## src/rtl/rr_arb_pkg.sv

```systemverilog
// Shared types and constants for the round-robin grant sequencer.
// The index width is tied to the 4-to-16 decoder that sits downstream.
package rr_arb_pkg;

  localparam int unsigned N_REQ = 16;
  localparam int unsigned IDX_W = 4;

  typedef logic [IDX_W-1:0] idx_t;

  typedef enum logic [0:0] {
    StIdle,
    StGrant
  } state_e;

endpackage

```

## src/rtl/rr_pick.sv

```systemverilog
// Rotating-priority find-first: returns the first set request at or above ptr,
// wrapping from the top index back to 0.
module rr_pick
  import rr_arb_pkg::*;
(
  input  logic [N_REQ-1:0] req,
  input  idx_t             ptr,
  output idx_t             winner,
  output logic             any
);

  idx_t cand;

  always_comb begin
    winner = '0;
    any    = 1'b0;
    cand   = '0;
    for (int unsigned i = 0; i < N_REQ; i++) begin
      // The index arithmetic is modulo N_REQ, so the search wraps naturally.
      cand = ptr + idx_t'(i);
      if (!any && req[cand]) begin
        winner = cand;
        any    = 1'b1;
      end
    end
  end

endmodule

```

## src/rtl/rr_grant_sequencer.sv

```systemverilog
// Round-robin arbiter issuing one registered grant (index + enable) at a time,
// with release, withdrawal and hold-timeout exits and a guaranteed dead cycle.
module rr_grant_sequencer
  import rr_arb_pkg::*;
#(
  parameter int unsigned MAX_HOLD = 255,
  parameter int unsigned HOLD_W   = 8
) (
  input  logic             clk,
  input  logic             rst_n,
  input  logic             arb_en,
  input  logic [N_REQ-1:0] req,
  input  logic             done,
  output idx_t             grant_idx,
  output logic             grant_en,
  output logic             grant_timeout,
  output logic             busy
);

  localparam logic [HOLD_W-1:0] HoldLast =
    (MAX_HOLD == 0) ? '0 : HOLD_W'(MAX_HOLD - 1);

  state_e            state_q, state_d;
  idx_t              ptr_q, ptr_d;
  idx_t              idx_q, idx_d;
  logic              en_q, en_d;
  logic              to_q, to_d;
  logic [HOLD_W-1:0] hold_q, hold_d;

  idx_t winner;
  logic any;
  logic hold_expired;
  logic exit_grant;

  rr_pick u_pick (
    .req    (req),
    .ptr    (ptr_q),
    .winner (winner),
    .any    (any)
  );

  assign hold_expired = (MAX_HOLD != 0) && (hold_q == HoldLast);
  assign exit_grant   = done || !req[idx_q] || hold_expired;

  always_comb begin
    state_d = state_q;
    ptr_d   = ptr_q;
    idx_d   = idx_q;
    en_d    = en_q;
    to_d    = 1'b0;
    hold_d  = hold_q;
    case (state_q)
      StIdle: begin
        en_d = 1'b0;
        if (arb_en && any) begin
          idx_d   = winner;
          en_d    = 1'b1;
          hold_d  = '0;
          state_d = StGrant;
        end
      end
      StGrant: begin
        if (exit_grant) begin
          en_d    = 1'b0;
          state_d = StIdle;
          ptr_d   = idx_q + idx_t'(1);
          // Timeout only flags when neither release nor withdrawal explains the exit.
          to_d    = !done && req[idx_q];
        end else begin
          hold_d = hold_q + 1'b1;
        end
      end
      default: begin
        en_d    = 1'b0;
        state_d = StIdle;
      end
    endcase
  end

  always_ff @(posedge clk or negedge rst_n) begin
    if (!rst_n) begin
      state_q <= StIdle;
      ptr_q   <= '0;
      idx_q   <= '0;
      en_q    <= 1'b0;
      to_q    <= 1'b0;
      hold_q  <= '0;
    end else begin
      state_q <= state_d;
      ptr_q   <= ptr_d;
      idx_q   <= idx_d;
      en_q    <= en_d;
      to_q    <= to_d;
      hold_q  <= hold_d;
    end
  end

  assign grant_idx     = idx_q;
  assign grant_en      = en_q;
  assign grant_timeout = to_q;
  assign busy          = (state_q == StGrant);

endmodule

```

## config.mk

```make
export PLATFORM = sky130hd
export DESIGN_NAME = rr_grant_sequencer
export DESIGN_NICKNAME = d
export VERILOG_FILES = /design/src/rtl/rr_arb_pkg.sv /design/src/rtl/rr_pick.sv /design/src/rtl/rr_grant_sequencer.sv
export SDC_FILE = /design/constraint.sdc
export NUM_CORES = 1
export LEC_CHECK = 0
export CAP_MARGIN = 0
export CORE_MARGIN = 2
export CORE_UTILIZATION = 65
export CTS_BUF_LIST = sky130_fd_sc_hd__clkbuf_16
export DETAILED_ROUTE_END_ITERATION = 10
export PLACE_DENSITY = 0.88
export RECOVER_POWER = 100
export SLEW_MARGIN = 15
export SYNTH_ARGS = -nofsm -noshare
export SYNTH_HDL_FRONTEND = slang
export SYNTH_SLANG_ARGS = --single-unit
export TNS_END_PERCENT = 5
```

## constraint.sdc

```tcl
create_clock -name clk -period 7.2 [get_ports clk]
set_input_delay 1.44 -clock clk [delete_from_list [all_inputs] [get_ports clk]]
set_output_delay 1.44 -clock clk [all_outputs]
set_load 0.02 [all_outputs]
```

==> impl_summary.log <==
INFO  metric outcome = complete, no violations
INFO  metric met2WireLength = between 4 and 5 mm
INFO  metric avg_inst_size_synth = around 9 um2
INFO  metric worstSetupEndpointType = flip-flop
INFO  metric number_of_enable_type_register_cells_in_the_synthesized_netlist = 0
INFO  metric core.rowCount = 26
INFO  metric synth.yosys.warnings = 0
INFO  metric floorplan.die.width = 75.67 um
INFO  metric final_net_count = 418
INFO  metric grt-ovfl-total = 0
INFO  metric compound_gate_portion_of_the_synthesized_area = roughly a fifth
INFO  metric worst_pin_slew = 1.336 ns
INFO  metric timing.fmax = roughly 190 MHz
INFO  metric first_pass_iters = 5
INFO  metric clock_tree_from_tritoncts = built
INFO  metric timing.final.hold_violations = 0
INFO  metric netlist_instances = ~370
INFO  metric setup_violations = 0
INFO  metric clock_transition_time_at_the_flip_flop_clock_pins_of_the_worst_setup_and_hold_paths = approximately 0.060 ns
INFO  metric unrepaired_setup_endpoints_after_global_routing = false
INFO  metric mappedNetlistNets = 401
INFO  metric worst_case_reg_to_reg_path_depth = 11
INFO  metric first_global_vias = 3,121
INFO  metric setup_total_negative_slack = 0 ns
INFO  metric crit_type = reg -> reg
INFO  metric setup.worst_path.start_class = flip-flop
INFO  metric critical_path.reg2reg.endpoint = grant_idx[2]
INFO  metric postCtsSetupBuffers = 0
INFO  metric worst_hold_path_type = reg -> reg
INFO  metric timing.hold.worst_endpoint = grant_en
INFO  metric area.growth.synth_to_final = 10.98%
INFO  metric initial_core_util = 66.20%
INFO  metric top_layer = met4
INFO  metric grt.total_usage = 38.30%
INFO  metric synth_top_flop_cell = sky130_fd_sc_hd__dfrtp_1
INFO  metric synth_async_reset_ratio = between 90% and 100%
INFO  metric cap_violations = 0
INFO  metric ctsHtreeMaxLevel = 1
INFO  metric synth.lib_cells_used.distinct = 65
INFO  metric wl_met1 = 3.961 mm
INFO  metric rrSetupSlack = about 1.8 ns
INFO  metric worst-endpoint-required = approximately 7.3 ns
INFO  metric cp_max_fo = 17
INFO  metric adder_and_majority_cell_fraction_of_the_synthesized_area = between 3 and 4%
INFO  metric route.final.wire_length = ~10 mm
INFO  metric cts_root_buffer = sky130_fd_sc_hd__clkbuf_16
INFO  metric placeableCoreArea = between 5000 and 6000 um2
INFO  metric yosys-mux-area-fraction = between 30% and 40%
INFO  metric post_detail_place_hpwl = roughly 7.8 mm
INFO  metric synth_top_family_by_area = multiplexers
INFO  metric cts_hold_buf = 0
INFO  metric worst_rel_slew_slack = a little over a tenth
INFO  metric design.portCount = 27
INFO  metric period_needed = about 5.4 ns
INFO  metric launch_instance_of_the_worst_min_delay_path = grant_en
INFO  metric preCtsSetupSlack = 2.081 ns
INFO  metric die_y = about 76 um
INFO  metric filler_cell_count = 360
INFO  metric finalWeightedCongestion = between 0.9 and 1
INFO  metric maximum_number_of_pins_on_one_net_before_global_route_repair = 34
INFO  metric cts_repair_resize_count = 0
INFO  metric per_cell_routed_wire_length = between 20 and 25 um
INFO  metric post_synth_xor_area_fraction = about 4.7%
INFO  metric cts_max_path_buffers = 2
INFO  metric count_of_input_and_output_buffers = 26
INFO  metric post_synth_instance_area = around 3300 um2
INFO  metric final_skew = around 0.0042 ns
INFO  metric drcViolationCount = 0
INFO  metric antennaDiodeCount = 0
INFO  metric grt_antenna_before_repair = 0
INFO  metric via_density = about 7.4
INFO  metric clock_latency = around 0.25 ns
INFO  metric route.met3.wl = approximately 1.1 mm
INFO  metric rr_startpoint = ptr_q[1]
INFO  metric cts.sink_count = 19
INFO  metric flops_latches_synth = 19
INFO  metric drtIter0Drc = approximately 430
INFO  metric first_pass_grt_wire_length = between 15 and 20 mm
INFO  metric ant_nets = 0
INFO  metric final_critical_path_setup_slack = about 1.8 ns
INFO  metric synthSimpleGateAreaFrac = between 10% and 20%
INFO  metric startpoint = ptr_q[1]
INFO  metric vias = between 3,000 and 4,000
INFO  metric critical_path_arrival = about 5.5 ns
INFO  metric tritoncts.num_buffers = 3
INFO  metric worst_hold_path.num_cells = 1
INFO  metric drive_gt1_share = ~15%
INFO  metric slew_violations = 0
INFO  metric timing.final.crit_share = 74.48%
INFO  metric floorplan.die_area = around 5700 um2
INFO  metric yosysSeqAreaShare = 14.24%
-- per-stage QoR --
stage,util (%),instances,hold WS (ns),area (um2)
CTS,73.60,457,0.5142,3711
global placement,72.01,453,0.4765,3631
finish,73.47,457,0.5048,3705
global route,73.47,457,0.5216,3705
detailed placement,72.01,453,0.4975,3631
floorplan,-,371,0.4966,3338
-- cells in the mapped netlist (all sizes together), types with 3 or more instances --
library cell	number	area share, %
xnor2	6	1.6
o22ai	5	0.94
and3	7	1.3
mux2i	25	8.6
buf	9	1.5
a211oi	5	1.1
a22oi	4	0.90
clkbuf	9	1.0
nand4	6	1.1
o221ai	3	0.79
nand2b	7	1.3
dfrtp	19	14
o21ai	17	2.5
mux2	14	4.7
a21o	4	0.90
nor2b	8	1.5
nand3	10	1.5
nor2	36	4.0
xor2	11	3.1
a31oi	5	1.1
a21boi	3	0.67
clkinv	3	0.34
nor3	6	0.90
and2	3	0.56
nand2	37	4.2
o211a	3	0.90
mux4	31	21
a21oi	21	3.1
o21a	4	0.90
inv	8	0.90
o31ai	3	0.67
ha	10	3.7
-- worst max path at each step --
| stage | end | slack, ns | depth (start not counted) |
|---|---|---|---|
| finish | grant_idx[2] | 1.84 | 11 |
| CTS | grant_idx[2] | 2.18 | 11 |
| global route | grant_idx[2] | 1.64 | 11 |
| detailed placement | hold_q[0] | 2.08 | 9 |
| floorplan | grant_en | 2.45 | 14 |
| global placement | grant_idx[2] | 2.23 | 10 |
-- flip-flops by register name (all words and copies together), names as in the netlist --
name	flops
hold_q	8
ptr_q	4
busy	1
grant_idx	4
grant_en	1
grant_timeout	1
-- layer usage --
layer / global-route usage [%] / up-vias
li1: - / 1477
met1: 50.43 / 1612
met2: 61.35 / 252
met3: 8.730 / 61
met4: 15.98 / 0
met5: 0 / -
-- worst max-delay path, stage by stage (launching register included) --
cell and delay [ns]:
sky130_fd_sc_hd__dfrtp_1 0.35, sky130_fd_sc_hd__clkinv_1 0.39, sky130_fd_sc_hd__ha_1 1.02, sky130_fd_sc_hd__mux4_2 0.65, sky130_fd_sc_hd__mux2i_2 0.34, sky130_fd_sc_hd__mux2i_2 0.25
sky130_fd_sc_hd__or4b_4 0.61, sky130_fd_sc_hd__nor4b_4 0.48, sky130_fd_sc_hd__a31oi_1 0.53, sky130_fd_sc_hd__nor2_1 0.31, sky130_fd_sc_hd__a21oi_1 0.08, sky130_fd_sc_hd__a21boi_0 0.19
-- cell usage in the layout, fill, tap and decap left out, types with 7 or more instances in the layout --
cell type	synthesis	routed
sky130_fd_sc_hd__a21oi_1	21	21
sky130_fd_sc_hd__and3_1	7	7
sky130_fd_sc_hd__clkdlybuf4s50_1	0	17
sky130_fd_sc_hd__dfrtp_1	19	19
sky130_fd_sc_hd__dlygate4sd3_1	0	9
sky130_fd_sc_hd__ha_1	10	10
sky130_fd_sc_hd__inv_1	7	7
sky130_fd_sc_hd__mux2_2	9	8
sky130_fd_sc_hd__mux2i_1	20	20
sky130_fd_sc_hd__mux4_2	31	31
sky130_fd_sc_hd__nand2_1	37	37
sky130_fd_sc_hd__nand2b_1	7	7
sky130_fd_sc_hd__nand3_1	10	10
sky130_fd_sc_hd__nor2_1	36	36
sky130_fd_sc_hd__nor2b_1	8	8
sky130_fd_sc_hd__o21ai_0	15	17
sky130_fd_sc_hd__xor2_1	10	10
-- cell type report --
cell class,count,area [um2],share of cell area (%)
clock buffer,3,75.07,2.026
clock inverter,1,5.005,0.1351
inverter,11,41.29,1.114
multi-input combinational,323,2730,73.69
sequential,19,475.5,12.83
tap,70,87.58,2.364
timing repair buffer,30,290.3,7.835
-- logic make-up after synthesis --
group | after synthesis
AO/OA/AOI/OAI | 96
XOR/XNOR | 17
adder cells (fa/ha/maj) | 10
buffers and inverters | 29
flip-flops | 19
multiplexers | 70
AND/OR/NAND/NOR | 130
Power is not shown: default switching activity piles up to over one toggle a cycle in this logic, so the estimate is an artifact.
